--- src/rtl/alu_result_stage.sv ---
// alu_result_stage: register stage behind the ALU.
// Holds the architectural flags register, evaluates the op's condition code
// against the effective flags at accept time, and buffers {result, cond_true}
// in a two-entry FIFO with valid/ready on both sides.
module alu_result_stage #(
   parameter int WORD_WIDTH = 32,
   parameter int DEPTH      = 2
) (
   input  logic                  clk,
   input  logic                  rst,
   input  logic                  flush,
   input  logic                  in_valid,
   output logic                  in_ready,
   input  logic [WORD_WIDTH-1:0] in_result,
   input  logic [3:0]            in_flags,
   input  logic                  in_flags_we,
   input  logic [3:0]            in_cond,
   output logic                  out_valid,
   input  logic                  out_ready,
   output logic [WORD_WIDTH-1:0] out_result,
   output logic                  out_cond_true,
   output logic [3:0]            flags_q,
   output logic [1:0]            count
);

   // Occupancy at which the buffer refuses new input.
   localparam logic [1:0] FULL_COUNT = DEPTH[1:0];

   logic [1:0]            count_reg;
   logic [3:0]            flags_reg;
   logic [WORD_WIDTH-1:0] head_result_reg;
   logic                  head_cond_reg;
   logic [WORD_WIDTH-1:0] tail_result_reg;
   logic                  tail_cond_reg;

   logic [3:0] eff_flags;
   logic       cond_next;
   logic       accept;
   logic       pop;

   // Flags are [3]=N, [2]=V, [1]=Z, [0]=C.
   function automatic logic cond_eval(input logic [3:0] cc, input logic [3:0] f);
      logic n, v, z, c;
      n = f[3];
      v = f[2];
      z = f[1];
      c = f[0];
      case (cc)
         4'd0:    cond_eval = 1'b1;
         4'd1:    cond_eval = z;
         4'd2:    cond_eval = !z;
         4'd3:    cond_eval = !c;
         4'd4:    cond_eval = !c || z;
         4'd5:    cond_eval = c && !z;
         4'd6:    cond_eval = c;
         4'd7:    cond_eval = n ^ v;
         4'd8:    cond_eval = (n ^ v) || z;
         4'd9:    cond_eval = !(n ^ v) && !z;
         4'd10:   cond_eval = !(n ^ v);
         4'd11:   cond_eval = n;
         4'd12:   cond_eval = !n;
         4'd13:   cond_eval = v;
         4'd14:   cond_eval = !v;
         default: cond_eval = 1'b0;
      endcase
   endfunction

   // Handshake and condition evaluation; in_ready depends only on registered state and rst/flush.
   always_comb begin
      in_ready  = !rst && !flush && (count_reg < FULL_COUNT);
      out_valid = (count_reg != 2'd0);
      accept    = in_valid && in_ready;
      pop       = out_valid && out_ready;
      eff_flags = in_flags_we ? in_flags : flags_reg;
      cond_next = cond_eval(in_cond, eff_flags);
   end

   // FIFO occupancy, entry data and architectural flags.
   always_ff @(posedge clk) begin
      if (rst) begin
         count_reg       <= 2'd0;
         flags_reg       <= 4'b0000;
         head_result_reg <= '0;
         head_cond_reg   <= 1'b0;
         tail_result_reg <= '0;
         tail_cond_reg   <= 1'b0;
      end else if (flush) begin
         // Buffered entries are dropped; flags from earlier accepted ops survive.
         count_reg <= 2'd0;
      end else begin
         if (accept && in_flags_we) begin
            flags_reg <= in_flags;
         end
         case (count_reg)
            2'd0: begin
               if (accept) begin
                  head_result_reg <= in_result;
                  head_cond_reg   <= cond_next;
                  count_reg       <= 2'd1;
               end
            end
            2'd1: begin
               if (accept && pop) begin
                  head_result_reg <= in_result;
                  head_cond_reg   <= cond_next;
               end else if (accept) begin
                  tail_result_reg <= in_result;
                  tail_cond_reg   <= cond_next;
                  count_reg       <= 2'd2;
               end else if (pop) begin
                  count_reg <= 2'd0;
               end
            end
            2'd2: begin
               // No accept is possible when full; a pop promotes the tail.
               if (pop) begin
                  head_result_reg <= tail_result_reg;
                  head_cond_reg   <= tail_cond_reg;
                  count_reg       <= 2'd1;
               end
            end
            default: count_reg <= 2'd0;
         endcase
      end
   end

   assign out_result    = head_result_reg;
   assign out_cond_true = head_cond_reg;
   assign flags_q       = flags_reg;
   assign count         = count_reg;

endmodule
--- config.mk ---
export PLATFORM = sky130hd
export DESIGN_NAME = alu_result_stage
export DESIGN_NICKNAME = d
export VERILOG_FILES = /design/src/rtl/alu_result_stage.sv
export SDC_FILE = /design/constraint.sdc
export NUM_CORES = 1
export LEC_CHECK = 0
export CAP_MARGIN = 20
export CORE_MARGIN = 3
export CORE_UTILIZATION = 32
export DETAILED_ROUTE_END_ITERATION = 8
export PLACE_DENSITY = 0.65
export SLEW_MARGIN = 20
export SYNTH_ARGS = -nofsm -noshare
export SYNTH_HDL_FRONTEND = slang
export SYNTH_SLANG_ARGS = --single-unit
--- constraint.sdc ---
create_clock -name clk -period 4.77 [get_ports clk]
set_clock_uncertainty 0.2 [all_clocks]
set_input_delay 1.431 -clock clk [delete_from_list [all_inputs] [get_ports clk]]
set_output_delay 1.431 -clock clk [all_outputs]
set_load 0.005 [all_outputs]
Yosys cells after proc, flatten, opt, wreduce, memory -nomap -nowiden

Cells that the tools add are included.

Bits in registers: 72
Bits of input ports: 46
Output and inout bits: 41
Word-level logic and storage cells: 73

Order comparisons: 1
Equal/unequal tests: 21
Muxes and demuxes: 16
Bitwise logic cells: 3
Reduce and logical (&&, ||, !) cells: 26

Operators with widths:

| operator             | number |
|---|---|
| $mux W32             | 3 |
| $pmux W32 S3         | 1 |
| $eq A4 B4 Y1 const B | 7 |
| $eq A4 B3 Y1 const B | 4 |
| $pmux W1 S15         | 1 |
| $mux W2              | 5 |
| $eq A4 B2 Y1 const B | 2 |
| $logic_and A1 B1 Y1  | 8 |
| $ne A2 B2 Y1 const B | 4 |
| $reduce_and A4 Y1    | 2 |
| $logic_not A1 Y1     | 7 |
| $pmux W2 S3          | 1 |
| $reduce_and A5 Y1    | 1 |
| $eq A4 B1 Y1 const B | 1 |
| $logic_not A4 Y1     | 1 |
| $mux W4              | 1 |
| $mux W1              | 3 |
| $ne A3 B3 Y1 const B | 1 |
| $pmux W1 S3          | 1 |
| $reduce_bool A3 Y1   | 1 |
| $eq A2 B1 Y1 const B | 1 |
| $eq A2 B2 Y1 const B | 1 |
| $logic_not A2 Y1     | 1 |
| $logic_or A1 B1 Y1   | 2 |
| other kinds (6)      | 7 |

Longest topological paths before layout

Gate-level depths: netlist of the first run.

Word-level depth: 7
Mapped depth: 9
Mapped depth without buffers: 6

Worst setup path before layout of the first run

OpenSTA, ideal clock, no wires.

Path type: input to output
Start point: in flush
End point: out in_ready
Data arrival time: 1.765 ns
Required time: 3.139 ns
Setup slack: 1.374 ns
Stages: 1
Path through: nor3_1

Cells in the longest elaborated chain, start to end: 3

RTL lines:

| element                          | line | text |
|---|---|---|
| from (decl)                      | 11   | `input logic flush,` |
| $logic_not A1 Y1                 | 70   | `in_ready = !rst && !flush && (count_reg < FULL_COUNT);` |
| $logic_and A1 B1 Y1 (2 in a row) | 70   |  |
| to (decl)                        | 13   | `output logic in_ready,` |

Every way passes these cells.

Worst setup path in the final report of the first run

Ends and elaborated chain as after synthesis.

==> results of run 1 <==
[through the flow]
| stage | power [mW] | cell area [µm²] | hold WS (ps) |
|---|---|---|---|
| floorplan | 0.7287 | 3176 | 235.7 |
| global placement | 0.8257 | 4106 | 240.4 |
| detailed placement | 0.8294 | 4111 | 246.3 |
| CTS | 1.400 | 4347 | 257.5 |
| global route | 1.448 | 4347 | 270.1 |
| finish | 1.378 | 4347 | 255.5 |
[synth_stat cells, types with 2 or more instances]
master | n | share of area [%]
a211oi_1 | 32 | 7.6
a21oi_1 | 35 | 5.5
and3b_1 | 2 | 0.55
buf_2 | 11 | 1.7
clkbuf_1 | 16 | 1.9
clkbuf_2 | 2 | 0.32
dfxtp_1 | 72 | 45
inv_1 | 3 | 0.35
mux2_2 | 2 | 0.71
mux2i_1 | 42 | 13
nand2_1 | 70 | 8.3
nand2b_1 | 4 | 0.79
nand3b_1 | 2 | 0.47
nand4b_1 | 3 | 0.83
nor2_1 | 43 | 5.1
nor3_1 | 2 | 0.32
o2111ai_1 | 2 | 0.55
o21ai_0 | 2 | 0.32
or3_1 | 2 | 0.39
xnor2_1 | 3 | 0.83
[metal layers]
metal,up-vias,wire length (µm)
li1,1418,-
met1,1288,3354
met2,52,3746
met3,2,322
met4,0,54
met5,-,0
[layout make-up]
class,count,area [µm²]
flip-flops and latches,72,1441
inverters,3,11.26
clock buffers,10,127.6
clock inverters,6,107.6
multi-input cells,260,1612
repair buffers,90,885.9
fillers,965,5112
well taps,129,161.4
[kinds of logic after synthesis]
kind of cell    Yosys count  synth area share (%)
compound gates           80                 16.51
xor+xnor                  3                0.8276
buf+inv                  35                 5.004
flops                    72                 45.39
mux                      45                 14.66
simple gates            132                 17.61
[cell usage in the layout, fill, tap and decap left out, types with 2 or more instances in the layout]
cell type        Yosys  layout
clkdlybuf4s50_1      0      85
dfxtp_1             72      72
nand2_1             70      70
nor2_1              43      43
mux2i_1             42      42
a21oi_1             35      34
a211oi_1            32      32
clkbuf_8             0       9
buf_4                1       4
nand2b_1             4       3
inv_1                3       3
nand4b_1             3       3
xnor2_1              3       3
bufinv_16            0       3
nor3_1               2       2
o21ai_0              2       2
or3_1                2       2
nand3b_1             2       2
mux2_2               2       2
and3b_1              2       2
clkinv_2             0       2
[report_power, final]
part	total, mW	internal [mW]	switching (mW)
registers	0.636	0.622	0.0131
logic	0.178	0.102	0.0756
clock network	0.565	0.346	0.219
total	1.38	1.07	0.307
[worst max path at each step]
stage               startpoint       end  slack, ps  cells after the start
global placement         flush  in_ready        380                      3
detailed placement       flush  in_ready        390                      3
floorplan                flush  in_ready       1370                      1
CTS                      flush  in_ready        370                      3
global route             flush  in_ready        250                      3
finish                   flush  in_ready        360                      3
[critical path: stages]
cell and delay [ps]:
clkdlybuf4s50_1 510, nor3_1 280, clkdlybuf4s50_1 560
==> flow_summary.toml, run 1 <==
[global_routing]
grtUsageMet3_pct = 3.062
grt.met1_usage_pct = 16.79
gr-usage-met2_pct = 23.86
grt_max_degree = 76
grt-busiest-layer = "met2"
track_usage_pct = 13.85
antenna_found_initial = 0
gr-total-overflow = 0
grt_pass1_vias = 2619
grt_pass1_wl_mm = 12.68

[synthesis]
synthArstFlopShare_pct = 0
ys_ff_latch = 72
synth_nets = 413
avgSynthCellArea_um2 = 8.653
syn_inst = 367
synth_enable_flop_cells = 0
synth.distinct_cells = 37
yosysWarnings = 0
synth_area_um2 = 3176
synth_seq_area_share_pct = 45.39
synthFlopType = "dfxtp_1"

[clock_network]
holdBufCountCts = 0
clockBufferDepth = 2
cts_made_buffers = 9
h-tree-depth = 3
cts.root.buffer_cell = "clkbuf_8"
clock-sinks = 72
clkTransAtPathRegs_ps = 80
cts_setup_buffers = 0
cts.repair.resized = 0
tritoncts = "built"
clk_latency_ps = 320

[pwr]
power_density_nw_per_um2 = 317.1
ir_drop_mv = 0.1240
leakagePower_nw = 1.722

[setup_path]
rrSetupSlack_ps = 2370
worstPathArrival_ps = 2780
setup.worst_path.start_class = "primary input"
crit_required_ps = 3140
reg2reg_depth = 6
end_kind = "primary output"
crit_fanout = 5
worstReg2RegStart = "count[1]"
crit_type = "primary input to primary output"
rr_endpoint = "out_result[0]"

[floorplanning]
coreArea_um2 = 9459
die_h_um = 105.6
dieWidth_um = 105.6
rows = 35
start_util_pct = 33.57
io_pins = 87
die_area_um2 = 11150

[place]
gp_congestion = 0.7512
dp_cells = 554
numPortBuffers = 86
dpl_worst_slack_ps = 388.6
hpwl_mm = 4.981

[timing]
worst_slew_margin_rel_pct = 36.54
fin_crit_ps = 4413
clock.fmax_ghz = 0.2266
setup_viol = 0
worst_pin_slew_ps = 951.9
rsz0062_at_grt = "false"
period_share_pct = 92.51
tns_ps = 0
hold_violations = 0
setup_ws_ps = 357.3
drv_slew = 0

[job]
cap_viol_max_count = 0

[routing]
drt_iter0_drc = 84
wirelength_mm = 7.477
first_pass_iters = 4
wl_per_cell_um = 13.12
vias = 2760
postRouteAntennaNets = 0
drc = 0
vias_per_cell = 4.842

[min_path]
hp-start = "tail_result_reg[22]"
whs_path_depth = 2
hold_class = "flip-flop to flip-flop"
whs_endpoint = "tail_result_reg[22]"

[finish]
area_growth_pct = 36.88
fin_util_pct = 45.95
layout-drive-gt1-share_pct = 6.576
diodes = 0
post_layout_nonfiller_instances = 570
final_nets = 482

[status]
status = "complete, no violations"
No activity file was read; power rests on OpenSTA's default activity.
==> run 2, diff against run 1 <==
--- a/config.mk
+++ b/config.mk
@@ -8,6 +8,7 @@
 export CAP_MARGIN = 20
 export CORE_MARGIN = 3
 export CORE_UTILIZATION = 32
+export CTS_BUF_LIST = sky130_fd_sc_hd__clkbuf_4
 export DETAILED_ROUTE_END_ITERATION = 8
 export PLACE_DENSITY = 0.65
 export SLEW_MARGIN = 20
==> run 2 against run 1 <==
Compared with the run above: clock power shrank 15%; core utilization shrank 0.53 points; largest cell class unchanged; critical path depth unchanged; count of clock-buffer cells in the layout unchanged; design area shrank 1.2%; largest power group unchanged; global-route usage rose by 0.052 points.
==> flow_summary.toml, run 2 (synthesis results as in run 1) <==
[clock_network]
clock-sinks = 72
tritoncts = "built"
clkTransAtPathRegs_ps = 110
cts_made_buffers = 9
clockBufferDepth = 2
clk_latency_ps = 380
cts_setup_buffers = 0
holdBufCountCts = 0
cts.repair.resized = 0
cts.root.buffer_cell = "clkbuf_4"
h-tree-depth = 3

[pwr]
pwr-share-comb_pct = 13.8
internal-power_uw = 994.9
power_density_nw_per_um2 = 300.7
power_mw = 1.292
p_clk_share_pct = 37.0
seqPwrFrac_pct = 49.2
p_switching_uw = 297.0
leakagePower_nw = 1.702
p_sw_share_pct = 22.99
ir_drop_mv = 0.1227

[global_routing]
gr-total-overflow = 0
antenna_found_initial = 1
grtUsageMet3_pct = 3.246
grt_pass1_vias = 2616
grt_pass1_wl_mm = 12.69
grt-busiest-layer = "met2"
grt_max_degree = 76
gr-usage-met2_pct = 23.86
track_usage_pct = 13.90
grt.met1_usage_pct = 16.72

[min_path]
whs_endpoint = "tail_result_reg[19]"
whs_path_depth = 2
hp-start = "tail_result_reg[19]"
hold_class = "flip-flop to flip-flop"

[setup_path]
crit_required_ps = 3140
worstReg2RegStart = "count[1]"
setup.worst_path.start_class = "primary input"
worstPathArrival_ps = 2780
end_kind = "primary output"
crit_type = "primary input to primary output"
rrSetupSlack_ps = 2360
crit_fanout = 5
rr_endpoint = "out_result[0]"
reg2reg_depth = 6

[timing]
clock.fmax_ghz = 0.2265
fin_crit_ps = 4414
drv_slew = 0
whs_ps = 260.7
worst_pin_slew_ps = 948.5
setup_ws_ps = 355.8
worst_slew_margin_rel_pct = 36.76
rsz0062_at_grt = "false"
tns_ps = 0
period_share_pct = 92.54
setup_viol = 0
hold_violations = 0

[finish]
area_growth_pct = 35.30
register_area_um2 = 1441
multi_input_area_um2 = 1612
layout-drive-gt1-share_pct = 6.803
mostFrequentLayoutCells = "clkdlybuf4s50_1 (85), dfxtp_1 (72), nand2_1 (70)"
final_nets = 482
fillers = 962
layout_commonest_cell = "clkdlybuf4s50_1"
fin_area_um2 = 4297

[floorplanning]
io_pins = 87
rows = 35
die_h_um = 105.6
dieWidth_um = 105.6
coreArea_um2 = 9459
die_area_um2 = 11150
start_util_pct = 33.57

[routing]
postRouteAntennaNets = 0
vias_per_cell = 4.842
wl_per_cell_um = 13.15
drt_iter0_drc = 96
drc = 0
vias = 2765
first_pass_iters = 5
wirelength_mm = 7.509

[place]
numPortBuffers = 86
gp_congestion = 0.7512
hpwl_mm = 4.981
dpl_worst_slack_ps = 388.6
dpl_cell_area_um2 = 4111

[job]
cap_viol_max_count = 0

[status]
status = "complete, no violations"
[run 2: changes by cell type in the layout (fill, tap and decap cells not counted), sizes merged]
cell and change:
diode +1
[run 2: layout make-up]
type	count	area share, %
clock buffer	10	1.747
multi-input combinational	260	37.51
timing repair buffer	90	20.62
clock inverter	6	2.504
antenna	1	0.05824
tap	129	3.757
sequential	72	33.55
inverter	3	0.2621
[run 2: metrics by stage]
stage          util (%)  instances
2_1_floorplan         -        367
3_3_place_gp      43.41        554
3_5_place_dp      43.47        554
4_1_cts           45.40        570
5_1_grt           45.42        571
6_report          45.42        571
[run 2: worst max-delay path, cell delays in order]
cell and delay (ps):
clkdlybuf4s50_1 510, nor3_1 280, clkdlybuf4s50_1 560
[run 2: power by group through the flow]
stage / combinational [mW] / clock (mW) / sequential [mW]
floorplan: 0.0796 / 0 / 0.649
global placement: 0.177 / 0 / 0.649
detailed placement: 0.179 / 0 / 0.650
CTS: 0.180 / 0.497 / 0.637
global route: 0.195 / 0.527 / 0.639
finish: 0.178 / 0.478 / 0.636
[run 2: worst max-delay path by stage]
stage,startpoint,endpoint,slack [ps],depth (start not counted)
final,flush,in_ready,360,3
after global routing,flush,in_ready,250,3
after CTS,flush,in_ready,370,3
after detailed placement,flush,in_ready,390,3
after global placement,flush,in_ready,380,3
after floorplan,flush,in_ready,1370,1
[run 2: layer usage]
metal	vias up	share of wire (%)
met3	4	4.3
met1	1291	45
met4	0	0.88
li1	1418	-
met5	-	0
met2	52	50
